<file path="config.mk">
export PLATFORM = sky130hd
export DESIGN_NAME = hwt_sweep_ctrl
export DESIGN_NICKNAME = d
export VERILOG_FILES = /design/src/rtl/hwt_sweep_ctrl.sv
export SDC_FILE = /design/constraint.sdc
export NUM_CORES = 1
export LEC_CHECK = 0
export BUFFER_PORTS_ARGS = -buffer_cell sky130_fd_sc_hd__buf_2
export CAP_MARGIN = 5
export CORE_MARGIN = 3
export CORE_UTILIZATION = 40
export DETAILED_ROUTE_END_ITERATION = 12
export GPL_ROUTABILITY_DRIVEN = 0
export PLACE_DENSITY_LB_ADDON = 0.08
export SLEW_MARGIN = 40
export SYNTH_ARGS = -nofsm -noshare
export SYNTH_HDL_FRONTEND = slang
export SYNTH_SLANG_ARGS = --single-unit
</file>
<file path="constraint.sdc">
create_clock -name clk -period 2.35 [get_ports clk]
set_input_delay 0.47 -clock clk [delete_from_list [all_inputs] [get_ports clk]]
set_output_delay 0.47 -clock clk [all_outputs]
set_load 0.02 [all_outputs]
</file>
<file path="src/rtl/hwt_sweep_ctrl.sv">
// Exhaustive 16-vector sweep of a 4-input hwt cell: drives A..D, waits a
// programmable settle time per vector, captures Y and compares it to a golden table.
module hwt_sweep_ctrl #(
    parameter int SETTLE_W = 2
) (
    input  logic                clk,
    input  logic                rst,
    input  logic                start,
    input  logic                abort,
    input  logic [SETTLE_W-1:0] settle,
    input  logic [15:0]         golden,
    output logic                hwt_a,
    output logic                hwt_b,
    output logic                hwt_c,
    output logic                hwt_d,
    input  logic                hwt_y,
    output logic                busy,
    output logic                done,
    output logic                pass,
    output logic [15:0]         truth,
    output logic [4:0]          mismatch_cnt,
    output logic [3:0]          first_fail,
    output logic                first_fail_vld
);

    typedef enum logic [1:0] {IDLE, SETTLE, SAMPLE, FINISH} state_t;

    state_t              state_q, state_d;
    logic [3:0]          v_q, v_d;
    logic [3:0]          vec_q, vec_d;
    logic [SETTLE_W-1:0] cnt_q, cnt_d;
    logic [SETTLE_W-1:0] settle_q, settle_d;
    logic [15:0]         golden_q, golden_d;
    logic [15:0]         truth_q, truth_d;
    logic [4:0]          mm_q, mm_d;
    logic [3:0]          ff_q, ff_d;
    logic                ffv_q, ffv_d;
    logic                pass_q, pass_d;
    logic                miss;

    always_ff @(posedge clk or posedge rst) begin
        if (rst) begin
            state_q  <= IDLE;
            v_q      <= '0;
            vec_q    <= '0;
            cnt_q    <= '0;
            settle_q <= '0;
            golden_q <= '0;
            truth_q  <= '0;
            mm_q     <= '0;
            ff_q     <= '0;
            ffv_q    <= 1'b0;
            pass_q   <= 1'b0;
        end else begin
            state_q  <= state_d;
            v_q      <= v_d;
            vec_q    <= vec_d;
            cnt_q    <= cnt_d;
            settle_q <= settle_d;
            golden_q <= golden_d;
            truth_q  <= truth_d;
            mm_q     <= mm_d;
            ff_q     <= ff_d;
            ffv_q    <= ffv_d;
            pass_q   <= pass_d;
        end
    end

    always_comb begin
        state_d  = state_q;
        v_d      = v_q;
        cnt_d    = cnt_q;
        settle_d = settle_q;
        golden_d = golden_q;
        truth_d  = truth_q;
        mm_d     = mm_q;
        ff_d     = ff_q;
        ffv_d    = ffv_q;
        pass_d   = pass_q;
        miss     = 1'b0;
        case (state_q)
            IDLE: begin
                if (start) begin
                    v_d      = '0;
                    settle_d = settle;
                    golden_d = golden;
                    truth_d  = '0;
                    mm_d     = '0;
                    ff_d     = '0;
                    ffv_d    = 1'b0;
                    pass_d   = 1'b0;
                    cnt_d    = settle - SETTLE_W'(1);
                    state_d  = (settle == '0) ? SAMPLE : SETTLE;
                end
            end
            SETTLE: begin
                if (abort) begin
                    state_d = IDLE;
                end else if (cnt_q == '0) begin
                    state_d = SAMPLE;
                end else begin
                    cnt_d = cnt_q - SETTLE_W'(1);
                end
            end
            SAMPLE: begin
                if (abort) begin
                    state_d = IDLE;
                end else begin
                    truth_d[v_q] = hwt_y;
                    miss = (hwt_y != golden_q[v_q]);
                    if (miss) begin
                        mm_d = mm_q + 5'd1;
                        if (!ffv_q) begin
                            ff_d  = v_q;
                            ffv_d = 1'b1;
                        end
                    end
                    if (v_q == 4'd15) begin
                        // pass must include the final sample, so use the updated count
                        state_d = FINISH;
                        pass_d  = (mm_d == 5'd0);
                    end else begin
                        v_d     = v_q + 4'd1;
                        cnt_d   = settle_q - SETTLE_W'(1);
                        state_d = (settle_q == '0) ? SAMPLE : SETTLE;
                    end
                end
            end
            FINISH: begin
                state_d = IDLE;
            end
            default: begin
                state_d = IDLE;
            end
        endcase
        // Cell inputs are registered and follow the vector only while the sweep drives them
        vec_d = ((state_d == SETTLE) || (state_d == SAMPLE)) ? v_d : 4'd0;
    end

    assign hwt_a          = vec_q[3];
    assign hwt_b          = vec_q[2];
    assign hwt_c          = vec_q[1];
    assign hwt_d          = vec_q[0];
    assign busy           = (state_q != IDLE);
    assign done           = (state_q == FINISH);
    assign pass           = pass_q;
    assign truth          = truth_q;
    assign mismatch_cnt   = mm_q;
    assign first_fail     = ff_q;
    assign first_fail_vld = ffv_q;

endmodule

</file>
Word-level counts from Yosys, hierarchy flattened. Cells that the tools add are included.

Output and inout bits: 33. Bits in registers: 57. Word-level logic and storage cells: 94. Input port bits: 23.

$lt $le $gt $ge: 2. $add $sub $neg: 5. Reductions and logical operators: 16. Mux-type cells: 45. Eq/ne operators: 15.

Operators by type and width (number): two-way mux 16 bit (2); two-way mux 4 bit (8); one-hot mux 16 bit (2 select lines) (1); two-way mux 5 bit (5); two-way mux 2 bit (12); bitwise mux 16 bit (1); != test 2 bit, second input constant (8); one-hot mux 4 bit (2 select lines) (2); one-hot mux 5 bit (2 select lines) (1); zero test 2 bit (4); one-hot mux 2 bit (4 select lines) (1); AND reduction 4 bit (2); two-way mux 1 bit (7); == test 2 bit, second input constant (3); one-hot mux 2 bit (3 select lines) (1); AND reduction 6 bit (1); subtractor 2 x 1 -> 2 bit, second input constant (3); adder 5 x 1 -> 5 bit, second input constant (1); zero test 5 bit (1); < comparator 4 x 5 -> 1 bit, second input constant (1); AND reduction 5 bit (1); adder 4 x 1 -> 4 bit, second input constant (1); binary-select mux 1 bit (select 4 bit) (1); demux 1 bit (select 4 bit) (1); other kinds (11) (14).

Longest topological paths before layout. Gate-level depths: netlist of the first run.

Word-level depth: 10. Mapped depth: 10. Depth with buffers taken out: 8.

Worst setup path after synthesis of the first run. OpenSTA, ideal clock, no wires.

Path type: register to register. Start: register v_q[0]. End: register ff_q[0] (netlist: first_fail[0]). Period minus slack after synthesis: 2.218 ns. Path buffers: 1. Cell stages (with the launch flop): 8. Setup time: 0.124 ns. Arrival: 2.094 ns. Setup slack: 0.132 ns. Path through: dfrtp_1 buf_6 mux4_2 mux2i_2 mux2i_1 nand3_2 and3_1 a211o_1.

Cells in the longest elaborated chain, start to end: 5.

RTL lines: from (decl) (RTL line 29) `logic [3:0] v_q, v_d;`; from (signal assigned) (RTL line 56) `v_q <= v_d;`; binary-select mux 1 bit (select 4 bit) (RTL line 110) `miss = (hwt_y != golden_q[v_q]);`; two-way mux 1 bit (implied by the code) (RTL line 110); != test 1 bit (RTL line 110); != test 2 bit (no line); AND reduction 5 bit (no line); to (signal assigned) (RTL line 51) `ff_q <= '0;`; to (signal assigned) (RTL line 63) `ff_q <= ff_d;`; to (decl) (RTL line 36) `logic [3:0] ff_q, ff_d;`.

Parallel ways exist; a longest one is shown, timed or not. The select of a mux whose other input is x is not followed. A chain may end at the register's enable or synchronous reset.

Final worst setup path of the first run. Ends and elaborated chain as after synthesis.

==> metrics.md, run 1 <==
| Metric | Value |
|---|---|
| #FFs+latches synth | 57 |
| Yosys warns | 0 |
| Layout fillers | 714 |
| Initial core utilization | 0.418 |
| Die extent in y | 93.8 µm |
| DRT iter0 DRCs | 65 |
| Hold Vio Cnt, Final | 0 |
| Final Cycle Share | 0.982 |
| Post-synth top area share | 0.463 |
| DRC viols | 0 |
| Final instance area | 0.00388 mm² |
| Startpoint types | flop |
| Pwr dens | 1020 mW/mm² |
| Worst Path Arrival | 2540 ps |
| DRT Pass-1 Iters | 4 |
| Initial antenna violation count | 0 |
| Headroom to the max-slew limit | 0.630 |
| Largest area contributor in the netlist | dfrtp_1 |
| Worst setup EP type | flop |
| Global-route wire length before repair | 11800 µm |
| DIE WIDTH | 93.8 µm |
| Final WS setup | 42.1 ps |
| Setup Skew | 11.6 ps |
| Cells after Synth | 302 |
| Row count | 31 |
| Clock Pin Slew Worst Setup and Hold Paths | 70 ps |
| Fin. max-slew vios | 0 |
| # IOs | 56 |
| Routed met3 length | 321 µm |
| Clock tree buffer depth | 2 |
| Clk_lat worst skew | 340 ps |
| RSZ-0062 raised after global routing | true |
| Post-synth EDFFs | 0 |
| Max Clock Freq | 433 MHz |
| Mapped Avg Cell Area | 10.2 µm² |
| Clock tree root driver cell | clkbuf_8 |
| Drt wl/cell | 15.3 µm |
| Met2 wire length | 3340 µm |
| Fin util | 0.527 |
| Number of global-route vias before repair | 2373 |
| Number of port buffers | 55 |
| All-Layer GR Usage | 0.175 |
| CTS tree | yes |
| CP required | 2580 ps |
| Hold-fix buffers, CTS | 0 |
| # diodes | 0 |
| Vias per cell | 5.19 |
| Layout Cells excl Fill | 479 |
| Worst slack, placed | -57.8 ps |
| Post-Syn Area | 0.00308 mm² |
| Setup violators final | 0 |
| Seq/Total Area, Yosys | 0.463 |
| Max cap viols | 0 |
| Via Count | 2486 |
| Die area | 0.00880 mm² |
| Top Layer Used | met4 |
| Grt total ovfl | 0 |
| CTS HTree Levels | 3 |
| Peak supply drop | 0.481 mV |
| Synth unique cells | 46 |
| HPWL Detailed | 5210 µm |
| Leak | 1.89 nW |
| Drt total wl | 7320 µm |
| # clock sinks | 57 |
| Peak fanout along the critical path | 7 |
| Post-Syn Nets | 335 |
| Async set-reset flop share out of synthesis | 1.00 |
| Placed Cells | 461 |
| DRT met1 WL | 3520 µm |
| Core area | 0.00737 mm² |
| DRT antenna net count | 0 |
| Number of CTS-inserted buffers | 9 |
| Worst Tran Pin Value | 555 ps |
| Pin count of the biggest net entering global routing | 36 |
| Worst Setup Path Type | flop to flop |
| Placed inst area | 0.00357 mm² |
| Share of cells above drive strength 1 | 0.358 |
| NumNets Final | 408 |
| Min-Delay Path Class | primary input to async pin |
| Ranking of synthesized cells by area | dfrtp_1 46%, mux2_2 7.7%, nand2_1 5.0% |
| Status | complete, no violations |
| Final Critical Period | 2310 ps |
| Top FF cell, synth | dfrtp_1 |
| Syn-to-layout area delta | 25.9% |
flip-flops by register name (all words and copies together) (netlist names):
name	count
cnt_q	2
first_fail	4
first_fail_vld	1
golden_q	16
mismatch_cnt	5
pass	1
settle_q	2
state_q	2
truth	16
v_q	4
vec_q	4
power breakdown:
part	switching (mW)	internal [mW]	total [mW]
clock network	0.419	0.548	0.967
logic	0.857	0.794	1.65
registers	0.154	1.21	1.36
cell usage in the layout, fill, tap and decap left out, types with 2 or more instances in the layout:
cell type	instances
and3_1	3
a21boi_0	14
o21ai_0	26
a22o_1	2
and2_1	5
nand2b_1	2
xnor2_1	3
nand2_1	40
buf_4	20
nand3_1	5
mux2i_4	4
o32ai_1	2
o22ai_1	2
nor2_1	12
mux2i_1	3
mux2i_2	2
nor4_1	2
inv_1	13
a211o_1	2
a21oi_1	7
clkbuf_8	11
dfrtp_1	56
buf_2	55
nand3b_1	2
and3_4	2
a21o_1	2
nor2b_1	9
nor3b_1	2
ha_1	10
mux2_2	21
nor3_1	5
mux4_2	4
a22oi_1	2
a311o_1	2
nor3_2	2
layer usage:
metal,GRT usage,up-vias
met1,0.242,1205
met5,0,-
met3,0.0345,12
met4,0.0830,0
li1,-,1210
met2,0.264,59
cells in the mapped netlist (2+ instances only):
cell type  count
a21boi_0      14
xnor2_1        3
nor2b_1        9
and3_1         5
nor2_1        13
nand3_1        6
o32ai_1        2
a21o_1         2
a21oi_1        7
buf_6          2
a211o_1        2
and2_1         5
nand2b_1       2
mux2_2        21
nor3_1         7
o22ai_1        2
o21ai_0       27
mux2i_1        7
nor4_1         2
nand2_1       41
a311o_1        2
a22oi_1        2
dfrtp_1       57
a22o_1         2
inv_1         14
nand3b_1       2
ha_1          10
clkbuf_1      12
nor3b_1        2
mux4_2         4
worst max-delay path: stages (launching register included):
cell     delay (ps)
dfrtp_2         440
mux4_2          550
mux2i_4         220
mux2i_2         400
nand3_4         160
and3_4          210
a211o_1         210
timing repair:
| action | CTS | global route |
|---|---|---|
| pin swaps | 0 | 4 |
| hold endpoints to repair | 0 | 0 |
| resized for setup | 3 | 17 |
| endpoints found under the setup margin | 7 | 11 |
| buffers inserted | 0 | 2 |
worst paths after layout:
| path | start | end | slack (ps) | cells past startpoint |
|---|---|---|---|---|
| max in group asynchronous | rst | v_q[0] | 1620 | 3 |
| min | rst | golden_q[5] | 150 | 2 |
| min in group clk | golden[1] | golden_q[1] | 360 | 2 |
| max reg2reg | v_q[0] | first_fail[0] | 40 | 6 |
| min reg2reg | truth[12] | truth[12] | 490 | 2 |
| max | v_q[0] | first_fail[0] | 40 | 6 |
metrics by stage:
step           setup TNS, ps  hold WS [ps]  power [mW]
6_report                   0           152        3.98
5_1_grt                 -185           197        4.27
4_1_cts                    0           161        3.93
3_5_place_dp            -136           485        2.94
3_3_place_gp               0           478        2.93
2_1_floorplan              0           474        2.46
kinds of logic after synthesis:
| kind of cell | count (synthesis) | synth area share |
|---|---|---|
| flip-flops | 57 | 0.463 |
| multiplexers | 34 | 0.140 |
| XOR/XNOR | 4 | 0.0114 |
| buffers and inverters | 28 | 0.0390 |
| adder cells (fa/ha/maj) | 10 | 0.0406 |
| AND/OR/NAND/NOR | 99 | 0.157 |
| AO/OA/AOI/OAI | 70 | 0.149 |
area by class of cell:
type	instances	area, µm²	share of cell area
clock buffer	12	155	0.0400
tap	99	124	0.0319
timing repair buffer	76	445	0.115
inverter	14	52.6	0.0135
clock inverter	4	51.3	0.0132
sequential	57	1430	0.368
multi-input combinational	217	1630	0.419
No activity file was read; power rests on OpenSTA's default activity.
==> run 2, diff against run 1 <==
--- a/config.mk
+++ b/config.mk
@@ -7,7 +7,7 @@
 export LEC_CHECK = 0
 export BUFFER_PORTS_ARGS = -buffer_cell sky130_fd_sc_hd__buf_2
 export CAP_MARGIN = 5
-export CORE_MARGIN = 3
+export CORE_ASPECT_RATIO = 1.2
 export CORE_UTILIZATION = 40
 export DETAILED_ROUTE_END_ITERATION = 12
 export GPL_ROUTABILITY_DRIVEN = 0
==> metrics.md, run 2 (same netlist as run 1, synthesis figures left out) <==
| Metric | Value |
|---|---|
| Peak supply drop | 0.530 mV (+10%) |
| DIE WIDTH | 82.1 µm (-12%) |
| Smallest hold slack | 180 ps (+27.7 ps) |
| Worst setup EP type | flop |
| Die area | 0.00806 mm² (-8.3%) |
| Share of cells above drive strength 1 | 0.353 (-0.00495) |
| Hold Vio Cnt, Final | 0 (unchanged) |
| CTS HTree Levels | 3 (unchanged) |
| Initial antenna violation count | 0 (unchanged) |
| Layout fillers | 709 (-0.70%) |
| Reg2Reg Depth | 6 (unchanged) |
| Headroom to the max-slew limit | 0.666 (+0.0361) |
| Number of CTS-inserted buffers | 9 (unchanged) |
| Met2 wire length | 3250 µm (-2.9%) |
| Global-route wire length before repair | 11500 µm (-2.6%) |
| Core area | 0.00736 mm² (-0.14%) |
| Grt total ovfl | 0 (unchanged) |
| Fin. max-slew vios | 0 (unchanged) |
| Startpoint types | flop |
| Crit. path cell count | 6 (unchanged) |
| Via Count | 2384 (-4.1%) |
| CTS tree | yes |
| CP required | 2610 ps (+30 ps) |
| NumNets Final | 402 (-1.5%) |
| Number of global-route vias before repair | 2386 (+0.55%) |
| Die extent in y | 98.2 µm (+4.7%) |
| Status | complete, no violations |
| Final Critical Period | 2260 ps (-43.8 ps) |
| Initial core utilization | 0.419 (+0.000569) |
| Pin count of the biggest net entering global routing | 58 (+61%) |
| # IOs | 56 (unchanged) |
| Min-Delay Path Class | primary input to async pin |
| Layout Cells excl Fill | 464 (-3.1%) |
| Worst Setup Path Type | flop to flop |
| Clk_lat worst skew | 340 ps (about the same) |
| Drt wl/cell | 14.6 µm (-4.2%) |
| Placed Cells | 448 (-2.8%) |
| Setup violators final | 0 (unchanged) |
| Fin util | 0.517 (-0.00948) |
| DRT met1 WL | 3180 µm (-9.5%) |
| Top Layer Used | met4 |
| Max Clock Freq | 442 MHz (+1.9%) |
| DRC viols | 0 (unchanged) |
| Clock Pin Slew Worst Setup and Hold Paths | 70 ps (about the same) |
| Number of port buffers | 55 (unchanged) |
| Row count | 34 (+9.7%) |
| All-Layer GR Usage | 0.192 (+0.0166) |
| HPWL Detailed | 4890 µm (-6.1%) |
| Tot Pwr | 3.84 mW (-3.4%) |
| Area of the multi-input gates | 0.00161 mm² (-1.2%) |
| Clock tree root driver cell | clkbuf_8 |
| DRT Pass-1 Iters | 4 (unchanged) |
| Setup Skew | 5.18 ps (-6.37 ps) |
| Top delay family on crit path | multiplexers |
| Peak fanout along the critical path | 5 (-2) |
| Drt total wl | 6800 µm (-7.2%) |
| Critical path's slowest cell | mux4_2 |
| Final Cycle Share | 0.963 (-0.0186) |
| DRT antenna net count | 0 (unchanged) |
| Critical-path cell list | mux4_2, mux2i_4, mux2i_2, o211ai_2, or3_2, o21ai_0 |
| Syn-to-layout area delta | 23.5% |
| Max cap viols | 0 (unchanged) |
| Vias per cell | 5.14 (-1.0%) |
| Register area | 0.00143 mm² (unchanged) |
| Most common cell after layout, fill and taps aside | dfrtp_1 |
| RSZ-0062 raised after global routing | true |
| Worst Tran Pin Value | 496 ps (-59.4 ps) |
| DRT iter0 DRCs | 63 (-3.1%) |
| CP bufs+invs | 0 (unchanged) |
| Clock tree buffer depth | 2 (unchanged) |
| Worst Path Arrival | 2520 ps (-20 ps) |
| Slowest stage delay, CP | 550 ps (about the same) |
| Routed met3 length | 256 µm (-20%) |
| # diodes | 0 (unchanged) |
| Most frequent cells in the layout | 56 x dfrtp_1, 55 x buf_2, 41 x nand2_1 |
| # clock sinks | 57 (unchanged) |
| Pwr dens | 1010 mW/mm² (-1.5%) |
| Leak | 1.86 nW (-1.5%) |
| Hold-fix buffers, CTS | 0 (unchanged) |
## run 2: cell count changes in the layout (fill, tap and decap cells not counted), moves of 2 or more
cell	delta
clkinv_2	+3
mux2i_4	-2
buf_4	-7
nor3_1	+2
mux2i_2	+2
nor3_2	-2
## run 2: report_power, final
group	switching, mW	total (mW)	internal, mW
clock	0.402	0.912	0.510
combinational	0.822	1.57	0.747
sequential	0.156	1.36	1.21
total	1.38	3.84	2.46
## run 2: worst paths after layout
check                             endpoint  startpoint  slack [ps]
min reg2reg                       truth[8]    truth[8]         490
max                        mismatch_cnt[4]      v_q[0]          90
max reg2reg                mismatch_cnt[4]      v_q[0]          90
min in group clk               golden_q[0]   golden[0]         360
max in group asynchronous           v_q[0]         rst        1920
min                            golden_q[7]         rst         180
## run 2: worst reg2reg max path, cell delays in order (launching register included)
cell      delay (ps)
dfrtp_2          440
mux4_2           550
mux2i_4          230
mux2i_2          320
o211ai_2         150
or3_2            410
o21ai_0           90
## run 2: stage by stage
stage	TNS [ps]	worst slack [ps]	instance area [µm²]
global placement	0	42.8	3540
detailed placement	-82.0	-36.5	3540
CTS	0	35.0	3750
finish	0	85.9	3810
global route	-16.7	-11.3	3810
floorplan	0	132	3080
## run 2: metal layers
metal,vias to the layer above,track usage
li1,1196,-
met1,1131,0.255
met2,48,0.294
met3,9,0.0579
met4,0,0.0648
met5,-,0
## run 2: area by class of cell
class	count	area share
inverter	14	0.0138
clock inverter	6	0.0151
clock buffer	10	0.0362
sequential	57	0.375
tap	90	0.0296
multi-input combinational	217	0.422
timing repair buffer	70	0.108
## run 2: repair_timing
item / 4_1_cts / 5_1_grt
gates cloned: 0 / 0
endpoints found under the setup margin: 3 / 16
buffers inserted: 0 / 0
resized for setup: 4 / 12
==> run 3, diff against run 2 <==
==> constraint.sdc (replaced) <==
create_clock -name clk -period 2.35 [get_ports clk]
set_input_delay 0.1175 -clock clk [delete_from_list [all_inputs] [get_ports clk]]
set_output_delay 0.1175 -clock clk [all_outputs]
set_load 0.02 [all_outputs]
==> metrics.md, run 3 (same netlist as run 1, synthesis figures left out) <==
| Metric | Value |
|---|---|
| Initial antenna violation count | 0 (unchanged) |
| Number of post-CTS setup repair buffers | 0 (unchanged) |
| Tot Pwr | 4.08 mW (+6.2%) |
| Area of the multi-input gates | 0.00160 mm² (-0.55%) |
| Critical-path cell list | mux4_2, mux2i_4, mux2i_2, nand3_2, and3_4, a211o_1 |
| Critical path's slowest cell | mux4_2 |
| Hold Vio Cnt, Final | 0 (unchanged) |
| Placed Cells | 448 (unchanged) |
| CTS tree | yes |
| Worst setup EP type | flop |
| DRT iter0 DRCs | 101 (+60%) |
| NumNets Final | 419 (+4.2%) |
| Headroom to the max-slew limit | 0.516 (-0.149) |
| RR Endpoint | first_fail[1] |
| Grt total ovfl | 0 (unchanged) |
| Most common cell after layout, fill and taps aside | dfrtp_1 |
| Clock Pin Slew Worst Setup and Hold Paths | 70 ps (about the same) |
| # IOs | 56 (unchanged) |
| Final Critical Period | 2260 ps (-7.69 ps) |
| Number of port buffers | 55 (unchanged) |
| Final WS setup | 93.6 ps (+7.69 ps) |
| DRT Pass-1 Iters | 4 (unchanged) |
| # diodes | 0 (unchanged) |
| Syn-to-layout area delta | 29.8% |
| Peak fanout along the critical path | 8 (+3) |
| Setup violators final | 0 (unchanged) |
| Hold_sp | settle[1] |
| Fin util | 0.544 (+0.0267) |
| Reg2Reg Depth | 6 (unchanged) |
| Leak | 1.94 nW (+4.3%) |
| DRT antenna net count | 0 (unchanged) |
| Slowest stage delay, CP | 550 ps (about the same) |
| Fin. max-slew vios | 0 (unchanged) |
| Final instance area | 0.00400 mm² (+5.2%) |
| Worst Setup Path Type | flop to flop |
| Via Count | 2501 (+4.9%) |
| Status | complete, no violations |
| Worst slack, placed | -39.0 ps (-2.52 ps) |
| Core area | 0.00736 mm² (unchanged) |
| CP required | 2580 ps (-30 ps) |
| Max cap viols | 0 (unchanged) |
| Drt wl/cell | 14.7 µm (+0.24%) |
| Placed inst area | 0.00353 mm² (-0.35%) |
| Clock tree buffer depth | 2 (unchanged) |
| R2r startpoint | v_q[0] |
| Row count | 34 (unchanged) |
| Peak supply drop | 0.571 mV (+7.7%) |
| Reg2Reg Setup Slack | 90 ps (about the same) |
| # clock sinks | 57 (unchanged) |
| Worst Tran Pin Value | 725 ps (+229 ps) |
| Layout fillers | 690 (-2.7%) |
| DIE WIDTH | 82.1 µm (unchanged) |
| Worst Path Arrival | 2490 ps (-30 ps) |
| Most frequent cells in the layout | 56 x dfrtp_1, 55 x buf_2, 41 x nand2_1 |
| Die area | 0.00806 mm² (unchanged) |
| Pwr dens | 1020 mW/mm² (+1.0%) |
| DRC viols | 0 (unchanged) |
| Setup Skew | 7.83 ps (+2.64 ps) |
| Initial core utilization | 0.419 (unchanged) |
| HPWL Detailed | 4910 µm (+0.41%) |
| Vias per cell | 5.20 (+1.2%) |
| All-Layer GR Usage | 0.193 (+0.00103) |
| Number of CTS-inserted buffers | 9 (unchanged) |
| RSZ-0062 raised after global routing | true |
| Clk_lat worst skew | 350 ps (about the same) |
| Register area | 0.00143 mm² (unchanged) |
| Startpoint types | flop |
| Hold EP | settle_q[1] |
| Die extent in y | 98.2 µm (unchanged) |
| CP bufs+invs | 0 (unchanged) |
| Global-route wire length before repair | 11700 µm (+1.3%) |
| Min-Delay Path Class | primary input to flop |
| CTS HTree Levels | 3 (unchanged) |
| Pin count of the biggest net entering global routing | 58 (unchanged) |
| Drt total wl | 7060 µm (+3.9%) |
| Layout Cells excl Fill | 481 (+3.7%) |
| Share of cells above drive strength 1 | 0.332 (-0.0205) |
| Setup TNS | 0 ps (unchanged) |
| Final Cycle Share | 0.960 (-0.00327) |
| Number of global-route vias before repair | 2456 (+2.9%) |
| Max Clock Freq | 443 MHz (+0.34%) |
| Hold Path Cell Cnt | 2 |
| Smallest hold slack | 50.3 ps (-130 ps) |
| Top delay family on crit path | multiplexers |
| Clock tree root driver cell | clkbuf_8 |
## run 3: layout make-up
class	instances	area share
timing repair buffer	87	0.143
clock inverter	7	0.0297
clock buffer	9	0.0309
sequential	57	0.357
multi-input combinational	217	0.399
inverter	14	0.0131
tap	90	0.0281
## run 3: worst max-delay path by stage
stage	from	cells after the start	slack [ps]	endpoint
after floorplan	v_q[0]	7	130	first_fail[0]
after global placement	v_q[0]	6	40	first_fail[1]
after detailed placement	v_q[0]	6	-40	first_fail[1]
after CTS	v_q[0]	8	20	cnt_q[1]
after global routing	v_q[0]	6	-30	first_fail[1]
final	v_q[0]	6	90	first_fail[1]
## run 3: timing repair
item                       4_1_cts  5_1_grt
hold buffers                    17        0
pin swaps                        0        4
resized for setup                3       11
setup endpoints to repair        5       29
hold endpoints to repair        66        0
## run 3: per-layer routing
metal | GRT usage | up-vias | wire, µm
li1 | - | 1234 | -
met1 | 0.245 | 1205 | 3200
met2 | 0.308 | 51 | 3480
met3 | 0.0467 | 11 | 257
met4 | 0.0810 | 0 | 119
met5 | 0 | - | 0
## run 3: where the power goes
group | internal [mW] | switching [mW]
combinational | 0.762 | 0.835
sequential | 1.21 | 0.153
clock | 0.703 | 0.423
